<file path="config.mk">
export PLATFORM = sky130hd
export DESIGN_NAME = uart_rx
export DESIGN_NICKNAME = d
export VERILOG_FILES = /design/src/rtl/uart_rx.sv
export SDC_FILE = /design/constraint.sdc
export NUM_CORES = 1
export LEC_CHECK = 0
export BUFFER_PORTS_ARGS = -buffer_cell sky130_fd_sc_hd__buf_2
export CORE_UTILIZATION = 62
export CTS_CLUSTER_DIAMETER = 60
export DETAILED_ROUTE_END_ITERATION = 12
export GPL_ROUTABILITY_DRIVEN = 0
export PLACE_DENSITY = 0.83
export SYNTH_ARGS = -nofsm -noshare
export SYNTH_HDL_FRONTEND = slang
export SYNTH_SLANG_ARGS = --single-unit
</file>
<file path="constraint.sdc">
create_clock -name clk -period 3.11 [get_ports clk]
set_clock_uncertainty 0.1 [all_clocks]
set_input_delay 0.622 -clock clk [delete_from_list [all_inputs] [get_ports clk]]
set_output_delay 0.622 -clock clk [all_outputs]
set_load 0.005 [all_outputs]
</file>
<file path="src/rtl/uart_rx.sv">
// UART receiver, 16x oversampled: 2-flop synchronizer, start-bit validation at bit centre,
// LSB-first data, optional even parity, 1 or 2 stop bits, registered result with done strobe.
module uart_rx #(
    parameter int NO_OF_BITS    = 8,
    parameter int PARITY_ENABLE = 0,
    parameter int STOP_BIT      = 1
) (
    input  logic                  clk,
    input  logic                  rst_n,
    input  logic                  tick,
    input  logic                  rx,
    output logic [NO_OF_BITS-1:0] rx_dout,
    output logic                  rx_done,
    output logic                  parity_err,
    output logic                  frame_err,
    output logic                  rx_busy
);
    localparam int BW = (NO_OF_BITS < 2) ? 1 : $clog2(NO_OF_BITS);

    typedef enum logic [2:0] {IDLE, START, DATA, PARITY, STOP} state_t;

    state_t                  state, state_n;
    logic                    rx_meta, rxs;
    logic [3:0]              tcnt, tcnt_n;
    logic [BW-1:0]           bcnt, bcnt_n;
    logic [NO_OF_BITS-1:0]   sr, sr_n, sr_sh;
    logic                    stop2, stop2_n;
    logic                    perr, perr_n;
    logic                    ferr, ferr_n;
    logic                    done_n;

    always_ff @(posedge clk or negedge rst_n) begin
        if (!rst_n) begin
            rx_meta <= 1'b1;
            rxs     <= 1'b1;
        end else begin
            rx_meta <= rx;
            rxs     <= rx_meta;
        end
    end

    // New bit enters at the MSB so the first-received bit ends up at bit 0.
    if (NO_OF_BITS == 1) begin : g_one
        assign sr_sh = rxs;
    end else begin : g_many
        assign sr_sh = {rxs, sr[NO_OF_BITS-1:1]};
    end

    always_ff @(posedge clk or negedge rst_n) begin
        if (!rst_n) begin
            state <= IDLE;
            tcnt  <= '0;
            bcnt  <= '0;
            sr    <= '0;
            stop2 <= 1'b0;
            perr  <= 1'b0;
            ferr  <= 1'b0;
        end else begin
            state <= state_n;
            tcnt  <= tcnt_n;
            bcnt  <= bcnt_n;
            sr    <= sr_n;
            stop2 <= stop2_n;
            perr  <= perr_n;
            ferr  <= ferr_n;
        end
    end

    always_comb begin
        state_n = state;
        tcnt_n  = tcnt;
        bcnt_n  = bcnt;
        sr_n    = sr;
        stop2_n = stop2;
        perr_n  = perr;
        ferr_n  = ferr;
        done_n  = 1'b0;
        if (tick) begin
            case (state)
                IDLE: if (!rxs) begin
                    tcnt_n  = '0;
                    bcnt_n  = '0;
                    stop2_n = 1'b0;
                    perr_n  = 1'b0;
                    ferr_n  = 1'b0;
                    state_n = START;
                end
                START: if (tcnt == 4'd6) begin
                    tcnt_n  = '0;
                    state_n = rxs ? IDLE : DATA;
                end else begin
                    tcnt_n = tcnt + 4'd1;
                end
                DATA: if (tcnt == 4'd15) begin
                    tcnt_n = '0;
                    sr_n   = sr_sh;
                    bcnt_n = bcnt + BW'(1);
                    if (bcnt == BW'(NO_OF_BITS - 1))
                        state_n = (PARITY_ENABLE != 0) ? PARITY : STOP;
                end else begin
                    tcnt_n = tcnt + 4'd1;
                end
                PARITY: if (tcnt == 4'd15) begin
                    tcnt_n  = '0;
                    perr_n  = rxs ^ (^sr);
                    state_n = STOP;
                end else begin
                    tcnt_n = tcnt + 4'd1;
                end
                STOP: if (tcnt == 4'd15) begin
                    tcnt_n = '0;
                    ferr_n = ferr | ~rxs;
                    if (STOP_BIT == 0 && !stop2) begin
                        stop2_n = 1'b1;
                    end else begin
                        state_n = IDLE;
                        done_n  = 1'b1;
                    end
                end else begin
                    tcnt_n = tcnt + 4'd1;
                end
                default: state_n = IDLE;
            endcase
        end
    end

    // Results are captured on the final stop-sample edge and held until the next frame.
    always_ff @(posedge clk or negedge rst_n) begin
        if (!rst_n) begin
            rx_dout    <= '0;
            rx_done    <= 1'b0;
            parity_err <= 1'b0;
            frame_err  <= 1'b0;
        end else begin
            rx_done <= done_n;
            if (done_n) begin
                rx_dout    <= sr;
                parity_err <= perr;
                frame_err  <= ferr_n;
            end
        end
    end

    assign rx_busy = (state != IDLE);
endmodule

</file>
==> summary.txt <==
Timing
  • Hold Vio Cnt, Final: 0
  • Max Clock Freq: 0.446 GHz
  • Setup ws final: 0.869 ns
  • Slew headroom: 48.7%
  • Final TNS setup: 0 ns
  • Endpoints failing setup: 0
  • Actual slew at the worst max-slew pin: 0.766 ns
  • Final worst path period share: 72.1%
  • RSZ-0062 raised after global routing: no
  • Tmin final: 2.24 ns
  • Slew Viols, Final: 0

Routing
  • Drt total wl: 2750 µm
  • Vias per cell: 5.88
  • DR iter-0 viols: 11
  • Total number of vias: 1,041
  • Post-route DRC: 0
  • Post-DRT Antenna Nets: 0
  • First-pass DRT Iterations: 4
  • WL/cell: 15.5 µm

Global routing
  • Vias in the first global route: 996
  • Largest net degree at the start of global routing: 34
  • Grt total ovfl: 0
  • Initial antenna violation count: 0
  • First-pass GRT wire length: 4580 µm
  • Tot GR Track Use: 24.2%

Setup path
  • Critical path required time: 3.24 ns
  • Crit-path max FO: 11
  • Slowest-stage cell, CP: nor3_2
  • Type of the worst setup path: reg -> reg
  • CP Data Arrival Time: 2.37 ns
  • Critical-path cell list: ha_1, and3_1, nand2_1, nor3_2, mux2_2
  • Crit. End Element: register
  • Startpoint types: register
  • Max incr delay on CP: 0.60 ns

Logic synthesis
  • Commonest register cell after synthesis: dfrtp_1
  • Number of flops mapped to enable cells by yosys: 0
  • Synth Area in Compound Gates: 11.6%
  • Sequential area share after synthesis: 51.5%
  • Synthesized netlist cell count: 130
  • Adder-Cell Fraction of Synth Area: 3.11%
  • Synth Area in Simple Gates: 11.8%
  • Largest area contributor in the netlist: dfrtp_1
  • XOR/XNOR Fraction of Synth Area: 4.67%
  • Count leader, synth: dfrtp_1
  • Syn avg cell area: 12.4 µm²
  • Syn_nets: 138
  • Synth area leaders: dfrtp_1 48%, mux2_2 12%, dfstp_2 3.3%
  • Mux contribution to synthesized area: 13.5%
  • Synth async-reset ratio: 100%
  • Netlist cell types: 44
  • Commonest cells post-synth: 31 x dfrtp_1, 17 x mux2_2, 10 x nand2_1
  • Synth Cell Area: 1610 µm²
  • Seq cells post-synth: 33
  • Main combinational cell family by area after synthesis: multiplexers
  • Syn. warnings: 0
  • Area fraction of the dominant cell type after synthesis: 48.2%

CTS
  • Max Root-Sink Buffers: 2
  • Worst skew pair latency: 0.34 ns
  • Clock sinks: 33
  • Cts hold-fix bufs: 0
  • Resized cells post-CTS: 0
  • Clock Pin Slew Worst Setup and Hold Paths: 0.11 ns
  • CTS root buf: clkbuf_4
  • Num CTS Buffers: 5
  • Setup Fix Bufs, Post-CTS: 0
  • H-tree depth: 2
  • CTS tree: yes

Cells and area
  • Proportion of layout cells with a drive suffix above 1: 34.0%
  • FF+latch area: 828 µm²
  • Final Util: 70.9%
  • Fillcell total: 193
  • P&R area growth vs syn: 8.33%
  • Nets: 154
  • Cell area after layout: 1740 µm²
  • ANT cells: 0
  • Multi-input logic area: 717 µm²

Floorplan
  • FP Rows: 18
  • Core area: 2450 µm²
  • I/O pin total: 16
  • Initial Utilization: 65.5%
  • Die Area: 2800 µm²
  • Die Height: 52.9 µm
  • Die W: 52.9 µm

Place
  • DP Worst Slack: 0.882 ns
  • HPWL Detailed: 1960 µm
  • Port Buffer Count: 15
  • Area after DPL: 1680 µm²

Outcome
  • Status: finished, final reports clean

Pwr
  • Power per Cell Area: 646 nW/µm²
  • Leak: 0.893 nW
  • Worst vdd ir: 0.486 mV
  • Total power: 0.00112 W

Job
  • Number of max-cap violations: 0

Worst hold path
  • Worst hold path type: in -> async
[sequential cells by signal (all words and copies together), names as in the netlist]
register / cells
tcnt: 4
perr: 1
parity_err: 1
frame_err: 1
rxs: 1
sr: 8
ferr: 1
rx_done: 1
state: 3
rx_dout: 8
bcnt: 3
rx_meta: 1
[worst paths after layout]
check | slack [ns] | cells past startpoint | endpoint | startpoint
worst max register to register | 0.87 | 5 | sr[6]$_DFFE_PN0P_ | tcnt[1]$_DFFE_PN0P_
worst max-delay path | 0.87 | 5 | sr[6]$_DFFE_PN0P_ | tcnt[1]$_DFFE_PN0P_
min in group clk | 0.26 | 0 | rxs$_DFF_PN1_ | rx_meta$_DFF_PN1_
worst min-delay path | 0.20 | 1 | tcnt[3]$_DFFE_PN0P_ | rst_n
worst min register to register | 0.26 | 0 | rxs$_DFF_PN1_ | rx_meta$_DFF_PN1_
max in group asynchronous | 2.24 | 1 | bcnt[0]$_DFFE_PN0P_ | rst_n
[final cells by class]
class / instances / share of cell area [%]
Clock buffer: 6 / 2.95
Clock inverter: 2 / 0.790
Inverter: 5 / 1.08
Multi-Input combinational cell: 86 / 41.2
Sequential cell: 33 / 47.6
Tap cell: 30 / 2.16
Timing Repair Buffer: 15 / 4.31
[critical path, delay by kind of cell, from the launching register on]
| kind | cells | cell delay, ns |
|---|---|---|
| muxes | 1 | 0.41 |
| adders and majority gates | 1 | 0.17 |
| and+or+nand+nor | 3 | 1.03 |
| DFF | 1 | 0.41 |
[layout by cell type, fill, tap and decap left out, types with 2 or more instances in the layout]
cell type / n
dfrtp_1: 31
mux2_2: 17
buf_2: 15
nand2_1: 10
xnor2_1: 6
inv_1: 5
nor2_1: 5
o21ai_0: 5
clkbuf_4: 5
ha_1: 4
nand3_1: 3
o31ai_1: 3
and3_1: 2
nor3b_1: 2
a21oi_1: 2
a22o_1: 2
dfstp_2: 2
[power by group]
group	switching (W)	internal (W)
Combinational	0.000170	0.000133
Sequential	0.0000886	0.000474
Clock	0.000148	0.000110
[per-stage QoR]
stage	hold WS [ns]	cells
after floorplan	0.226	130
after global placement	0.247	169
after detailed placement	0.247	169
after CTS	0.237	177
after global routing	0.260	177
final	0.205	177
[per-layer routing]
metal | wire length [µm] | vias up | GRT usage [%]
met4 | 39 | 0 | 11.4
met3 | 90 | 5 | 6.03
met5 | 0 | - | 0
met2 | 1420 | 13 | 40.1
met1 | 1200 | 523 | 29.3
li1 | - | 500 | -
[kinds of logic after synthesis]
group                    Yosys count
buffers and inverters             11
flip-flops                        33
adder cells (fa/ha/maj)            4
AO/OA/AOI/OAI                     24
AND/OR/NAND/NOR                   32
XOR/XNOR                           7
multiplexers                      19
(Power assumes the default switching activity.)
